===== src/rtl/mmio_uart_tx_pkg.sv =====
// ---------------------------------------------------------------------------
// | mmio_uart_tx_pkg                                                        |
// | Register offsets, STATUS bit positions and shift FSM encodings.         |
// | Revision: 1.0                                                           |
// ---------------------------------------------------------------------------
`default_nettype none

package mmio_uart_tx_pkg;

    localparam logic [31:0] TXDATA_OFS   = 32'h0000_0000;
    localparam logic [31:0] STATUS_OFS   = 32'h0000_0004;

    localparam int          ST_FULL_BIT  = 0;
    localparam int          ST_EMPTY_BIT = 1;
    localparam int          ST_BUSY_BIT  = 2;
    localparam int          ST_OVF_BIT   = 3;
    localparam int          ST_COUNT_LSB = 8;

    typedef enum logic [1:0] {
        S_IDLE  = 2'd0,
        S_START = 2'd1,
        S_DATA  = 2'd2,
        S_STOP  = 2'd3
    } tx_state_e;

endpackage

`default_nettype wire


===== src/rtl/mmio_uart_tx_sync_fifo.sv =====
// ---------------------------------------------------------------------------
// | mmio_uart_tx_sync_fifo                                                  |
// | Show-ahead synchronous FIFO; a push into a full FIFO is accepted only   |
// | when a pop happens on the same edge.                                    |
// | Revision: 1.0                                                           |
// ---------------------------------------------------------------------------
`default_nettype none

module mmio_uart_tx_sync_fifo #(
    parameter int WIDTH = 8,
    parameter int DEPTH = 8
) (
    input  logic                       clk,
    input  logic                       reset_n,
    input  logic                       push_i,
    input  logic [WIDTH-1:0]           data_i,
    input  logic                       pop_i,
    output logic [WIDTH-1:0]           data_o,
    output logic                       full_o,
    output logic                       empty_o,
    output logic [$clog2(DEPTH):0]     count_o
);

    localparam int AW = $clog2(DEPTH);

    logic [WIDTH-1:0] mem_q [DEPTH];
    logic [AW-1:0]    wr_ptr_q;
    logic [AW-1:0]    rd_ptr_q;
    logic [AW:0]      count_q;
    logic             w_do_push;
    logic             w_do_pop;

    assign full_o    = (count_q == (AW+1)'(DEPTH));
    assign empty_o   = (count_q == '0);
    assign count_o   = count_q;
    assign data_o    = mem_q[rd_ptr_q];
    assign w_do_pop  = pop_i && !empty_o;
    assign w_do_push = push_i && (!full_o || w_do_pop);

    always_ff @(posedge clk or negedge reset_n) begin
        if (!reset_n) begin
            wr_ptr_q <= '0;
            rd_ptr_q <= '0;
            count_q  <= '0;
        end else begin
            if (w_do_push) wr_ptr_q <= wr_ptr_q + 1'b1;
            if (w_do_pop)  rd_ptr_q <= rd_ptr_q + 1'b1;
            case ({w_do_push, w_do_pop})
                2'b10:   count_q <= count_q + 1'b1;
                2'b01:   count_q <= count_q - 1'b1;
                default: count_q <= count_q;
            endcase
        end
    end

    // Storage carries no reset; only the pointers define what is valid.
    always_ff @(posedge clk) begin
        if (w_do_push) mem_q[wr_ptr_q] <= data_i;
    end

endmodule

`default_nettype wire


===== src/rtl/mmio_uart_tx.sv =====
// ---------------------------------------------------------------------------
// | mmio_uart_tx                                                            |
// | Memory-mapped 8N1 UART transmitter with TXDATA/STATUS registers.        |
// | Revision: 1.0                                                           |
// ---------------------------------------------------------------------------
`default_nettype none

module mmio_uart_tx
    import mmio_uart_tx_pkg::*;
#(
    parameter logic [31:0] BASE_ADDR    = 32'h0000_1000,
    parameter int          CLKS_PER_BIT = 16,
    parameter int          FIFO_DEPTH   = 8
) (
    input  logic        clk,
    input  logic        reset_n,
    input  logic [31:0] mem_addr,
    input  logic        mem_wr_sig,
    input  logic [31:0] mem_wr_data,
    output logic [31:0] mem_rd_data,
    output logic        sel,
    output logic        tx,
    output logic        irq_empty
);

    localparam int                BAUD_W   = (CLKS_PER_BIT > 2) ? $clog2(CLKS_PER_BIT) : 1;
    localparam logic [BAUD_W-1:0] BAUD_MAX = BAUD_W'(CLKS_PER_BIT - 1);
    localparam int                CNT_W    = $clog2(FIFO_DEPTH) + 1;

    tx_state_e         state_q, state_d;
    logic [BAUD_W-1:0] baud_q, baud_d;
    logic [2:0]        bit_q, bit_d;
    logic [7:0]        shift_q, shift_d;
    logic              tx_q, tx_d;
    logic              irq_q, irq_d;
    logic              ovf_q, ovf_d;

    logic              w_hit_tx, w_hit_status, w_wr_tx, w_wr_status;
    logic              w_pop, w_baud_end;
    logic [7:0]        w_fifo_dout;
    logic              w_fifo_full, w_fifo_empty;
    logic [CNT_W-1:0]  w_fifo_count;
    logic [31:0]       w_status;
    logic              w_unused_wdata;

    assign w_hit_tx       = (mem_addr == BASE_ADDR + TXDATA_OFS);
    assign w_hit_status   = (mem_addr == BASE_ADDR + STATUS_OFS);
    assign w_wr_tx        = mem_wr_sig && w_hit_tx;
    assign w_wr_status    = mem_wr_sig && w_hit_status;
    assign sel            = w_hit_tx || w_hit_status;
    assign w_unused_wdata = ^mem_wr_data[31:8];

    mmio_uart_tx_sync_fifo #(
        .WIDTH (8),
        .DEPTH (FIFO_DEPTH)
    ) u_fifo (
        .clk     (clk),
        .reset_n (reset_n),
        .push_i  (w_wr_tx),
        .data_i  (mem_wr_data[7:0]),
        .pop_i   (w_pop),
        .data_o  (w_fifo_dout),
        .full_o  (w_fifo_full),
        .empty_o (w_fifo_empty),
        .count_o (w_fifo_count)
    );

    always_comb begin
        w_status                        = '0;
        w_status[ST_FULL_BIT]           = w_fifo_full;
        w_status[ST_EMPTY_BIT]          = w_fifo_empty;
        w_status[ST_BUSY_BIT]           = (state_q != S_IDLE);
        w_status[ST_OVF_BIT]            = ovf_q;
        w_status[ST_COUNT_LSB +: 8]     = 8'(w_fifo_count);
    end

    assign mem_rd_data = w_hit_status ? w_status : 32'h0;

    always_comb begin
        state_d    = state_q;
        baud_d     = baud_q;
        bit_d      = bit_q;
        shift_d    = shift_q;
        w_pop      = 1'b0;
        w_baud_end = (baud_q == BAUD_MAX);
        if (state_q != S_IDLE) baud_d = w_baud_end ? '0 : baud_q + 1'b1;
        case (state_q)
            S_IDLE: begin
                if (!w_fifo_empty) begin
                    w_pop   = 1'b1;
                    shift_d = w_fifo_dout;
                    baud_d  = '0;
                    state_d = S_START;
                end
            end
            S_START: begin
                if (w_baud_end) begin
                    bit_d   = '0;
                    state_d = S_DATA;
                end
            end
            S_DATA: begin
                if (w_baud_end) begin
                    if (bit_q == 3'd7) state_d = S_STOP;
                    else               bit_d   = bit_q + 1'b1;
                end
            end
            S_STOP: begin
                // Chain straight into the next start bit when data is waiting.
                if (w_baud_end) begin
                    if (!w_fifo_empty) begin
                        w_pop   = 1'b1;
                        shift_d = w_fifo_dout;
                        state_d = S_START;
                    end else begin
                        state_d = S_IDLE;
                    end
                end
            end
        endcase

        case (state_q)
            S_START: tx_d = 1'b0;
            S_DATA:  tx_d = shift_q[bit_q];
            default: tx_d = 1'b1;
        endcase

        irq_d = (state_q == S_IDLE) && w_fifo_empty && !w_wr_tx;

        ovf_d = ovf_q;
        if (w_wr_tx && w_fifo_full && !w_pop)           ovf_d = 1'b1;
        if (w_wr_status && mem_wr_data[ST_OVF_BIT])     ovf_d = 1'b0;
    end

    always_ff @(posedge clk or negedge reset_n) begin
        if (!reset_n) begin
            state_q <= S_IDLE;
            baud_q  <= '0;
            bit_q   <= '0;
            shift_q <= '0;
            tx_q    <= 1'b1;
            irq_q   <= 1'b1;
            ovf_q   <= 1'b0;
        end else begin
            state_q <= state_d;
            baud_q  <= baud_d;
            bit_q   <= bit_d;
            shift_q <= shift_d;
            tx_q    <= tx_d;
            irq_q   <= irq_d;
            ovf_q   <= ovf_d;
        end
    end

    assign tx        = tx_q;
    assign irq_empty = irq_q;

endmodule

`default_nettype wire


===== config.mk =====
export PLATFORM = sky130hd
export DESIGN_NAME = mmio_uart_tx
export DESIGN_NICKNAME = d
export VERILOG_FILES = /design/src/rtl/mmio_uart_tx_pkg.sv /design/src/rtl/mmio_uart_tx_sync_fifo.sv /design/src/rtl/mmio_uart_tx.sv
export SDC_FILE = /design/constraint.sdc
export NUM_CORES = 1
export LEC_CHECK = 0
export ABC_AREA = 1
export CAP_MARGIN = 5
export CELL_PAD_IN_SITES_DETAIL_PLACEMENT = 0
export CELL_PAD_IN_SITES_GLOBAL_PLACEMENT = 1
export CORE_UTILIZATION = 47
export DETAILED_ROUTE_END_ITERATION = 16
export DONT_BUFFER_PORTS = 1
export PLACE_DENSITY = 0.86
export SETUP_SLACK_MARGIN = 0.02
export SLEW_MARGIN = 0
export SYNTH_ARGS = -nofsm -noshare
export SYNTH_HDL_FRONTEND = slang
export SYNTH_HIERARCHICAL = 1
export SYNTH_SLANG_ARGS = --single-unit

===== constraint.sdc =====
create_clock -name clk -period 3.6 [get_ports clk]
set_clock_uncertainty 0.2 [all_clocks]
set_input_delay 0.72 -clock clk [delete_from_list [all_inputs] [get_ports clk]]
set_output_delay 0.72 -clock clk [all_outputs]
set_load 0.01 [all_outputs]

==> reports/metrics.yaml <==
timing:
  setup_viol: 0
  setup_slack_ns: 0.768
  slew_viol_final: 0
  max_slew_margin: 0.334
  worstMarginPinSlew_ns: 0.999
  rsz0062_at_grt: "false"
  finalHoldViolations: 0
  max_freq_mhz: 353
  fin_crit_sh: 0.787
  finalSetupTns_ns: 0
  period_needed_ns: 2.83
clock_tree:
  clock_sinks: 94
  cts-buffers-inserted: 9
  cts_tree: "done"
  clock_latency_ns: 0.35
  cts_resized: 0
  clk_pin_slew_worst_paths_ns: 0.10
  htreeDepth: 3
  cts_root_buf: "clkbuf_8"
  clockBufferDepth: 2
synthesis:
  ys_seq_elements: 94
  synth.yosys.seq_area_share: 0.581
  synth.top_cell.area_share: 0.418
  syn_area_um2: 4600
  ys_types: 36
  synthCells: 441
  synth_top_cell_by_area: "edfxtp_1"
  synth.avg_cell_area_um2: 10.4
  synthTopCellsByArea: "edfxtp_1 (42%), dfrtp_1 (15%), nor2_1 (6.7%), nand2_1 (4.9%), buf_4 (4.1%)"
  yosysWarnings: 6
routing:
  routed_wl_um: 7840
  viasPerCell: 4.96
  routedWlPerCell_um: 13.3
  ant_nets: 0
  drc: 0
  vias: 2919
  dr.pass1.iters: 4
  first_iter_violations: 76
worst_setup_path:
  crit_required_ns: 3.66
  crit_path_max_fanout: 7
  r2r-end: "u_fifo/count_o[3]"
  worst_setup_path_start_kind: "register"
  crit_family: "simple AND/OR/NAND/NOR gates"
  path_class: "register to register"
  ff2ff_path_depth: 15
  worstReg2RegStart: "u_fifo/count_o[1]"
  cpMostUsedCell: "nand3_1"
  worstSetupEndpointType: "register"
  endpoint: "u_fifo/count_o[3]"
  ff2ff_setup_slack_ns: 0.77
  path_cells: "nor2_2 > nand2_2 > inv_1 > nor2_1 > nand3_1 > nand2_1 > nand3_1 > inv_1 > ha_1 > a21oi_1 > nand3_1 > nand2_1 > nand3_1 > nand2_1 > inv_1"
  cpMaxStageDelayCell: "dfrtp_1"
  critPathBufInv: 3
  cp_slowest_stage_delay_ns: 0.46
  arrival_ns: 2.90
  worst-path-stages: 15
  startpoint: "u_fifo/count_o[1]"
layout:
  drive_gt1_frac: 0.126
  area_growth_pct: 6.85
  diodes: 0
  final_nets: 534
  fill_cells: 820
min_path:
  hold_path_class: "input pin to register"
job:
  drv_cap: 0
outcome:
  outcome: "finished clean"
place:
  port_buffers: 0
  dp_hpwl_um: 5450
  pre_cts_ws_ns: 0.621
  gp_congestion: 0.792
floorplan:
  die_y_um: 101
  fp.dieW_um: 101
  dieArea_um2: 10200
  io_pins: 102
  initial_utilization: 0.491
  fp.coreArea_um2: 9370
  num_rows: 35
grt:
  grt_pass1_vias: 2869
  grt_pass1_wl_um: 13500
  globalRoute.totalOverflow: 0
  grt_usage: 0.177
  antenna_found_initial: 0
  grt_max_degree: 35
power_and_ir_drop:
  power.leakage_nw: 2.06
  powerDensity_nw_per_um2: 378
  ir_drop_mv: 0.315
routing by layer:
layer | part of all wire | vias to the layer above | track usage
met5 | 0 | - | 0
met3 | 0.033 | 9 | 0.0388
met1 | 0.45 | 1383 | 0.220
met4 | 0.017 | 0 | 0.0680
met2 | 0.50 | 63 | 0.300
li1 | - | 1464 | -
where the power goes:
| group | total (W) | switching, W | internal, W |
|---|---|---|---|
| Sequential | 0.00116 | 0.00000000000914 | 0.00116 |
| Combinational | 0.0000282 | 0.0000217 | 0.00000644 |
| Clock | 0.000672 | 0.000399 | 0.000274 |
| Total | 0.00186 | 0.000420 | 0.00144 |
how the worst min path moves through the flow:
| stage | startpoint | end | slack (ns) | depth (start not counted) |
|---|---|---|---|---|
| 5_1_grt | mem_wr_data[4] | u_fifo/mem_q[0][4] | 0.23 | 0 |
| 4_1_cts | mem_wr_data[3] | u_fifo/mem_q[2][3] | 0.23 | 0 |
| 3_5_place_dp | reset_n | u_fifo/wr_ptr_q[1] | 0.23 | 0 |
| 6_report | mem_wr_data[3] | u_fifo/mem_q[2][3] | 0.25 | 0 |
| 3_3_place_gp | reset_n | u_fifo/wr_ptr_q[0] | 0.23 | 0 |
| 2_1_floorplan | reset_n | baud_q[0] | 0.22 | 0 |
worst register-to-register path: cells and delay by family (launching register included):
kind | cells | cell delay, ns
AOI/OAI and AO/OA | 1 | 0.21
adders and majority gates | 1 | 0.32
buffers and inverters | 3 | 0.38
DFF | 1 | 0.46
and+or+nand+nor | 10 | 1.17
per-stage QoR:
stage,hold slack (ns),utilization,power [W],area [um^2],cells
global route,0.225,0.525,0.00193,4920,588
finish,0.252,0.525,0.00186,4920,588
CTS,0.233,0.525,0.00188,4920,588
floorplan,0.224,-,0.00122,4690,464
detailed placement,0.225,0.500,0.00120,4690,570
global placement,0.225,0.500,0.00120,4690,570
timing repair:
action                                 in CTS  in global routing
hold buffers                                2                  0
buffers inserted                            0                  0
endpoints found under the hold margin      30                  0
cell usage in the layout, fill, tap and decap left out, types with 3 or more instances in the layout:
master,synthesis,routed
a21oi_1,6,6
buf_4,25,10
clkbuf_8,0,9
conb_1,1,24
dfrtp_1,28,28
edfxtp_1,64,64
ha_1,12,12
inv_1,28,28
inv_2,6,6
inv_6,0,3
mux2_4,8,8
mux2i_1,8,8
nand2_1,60,60
nand2_2,4,4
nand3_1,18,18
nor2_1,82,82
nor3_1,4,4
o21ai_0,26,26
o21ai_1,18,18
o22ai_1,9,9
xor2_1,5,5
synth_stat cells (all sizes together):
library cell and count:
a21oi 6, mux2i 8, o21ai 45, nand2 66, buf 33, nor3 4
ha 12, clkinv 2, nor4 1, mux2 9, dfstp 2, xnor2 1
nor2 85, xor2 5, a32o 1, nand4 2, inv 34, o211ai 2
fa 1, conb 1, dfrtp 28, o22ai 9, edfxtp 64, nand3 20
state kept, by name, summed over array words and instances (netlist names):
| register | cells |
|---|---|
| irq_empty | 1 |
| baud_q | 4 |
| u_fifo/rd_ptr_q | 3 |
| u_fifo/count_o | 4 |
| tx | 1 |
| bit_q | 3 |
| state_q | 2 |
| u_fifo/wr_ptr_q | 3 |
| u_fifo/mem_q | 64 |
| ovf_q | 1 |
| shift_q | 8 |
kinds of logic (layout without fill, tap and decap cells):
kind of cell    Yosys count  in the layout  synth area share
fa+ha+maj                13             13            0.0370
simple gates            178            178             0.168
buf+inv                  69             64            0.0802
flops                    94             94             0.581
xor+xnor                  6              6            0.0114
other cells               1             24          0.000815
mux                      17             17            0.0460
compound gates           63             63            0.0756
area by class of cell:
class / instances / area (um^2) / share of cell area
inverters: 36 / 135 / 0.0275
multi-input cells: 301 / 1640 / 0.334
clock inverters: 7 / 72.6 / 0.0148
repair buffers: 12 / 105 / 0.0214
clock buffers: 9 / 124 / 0.0252
flip-flops and latches: 94 / 2680 / 0.544
well taps: 129 / 161 / 0.0328
Power figures use the tool's default switching activity.
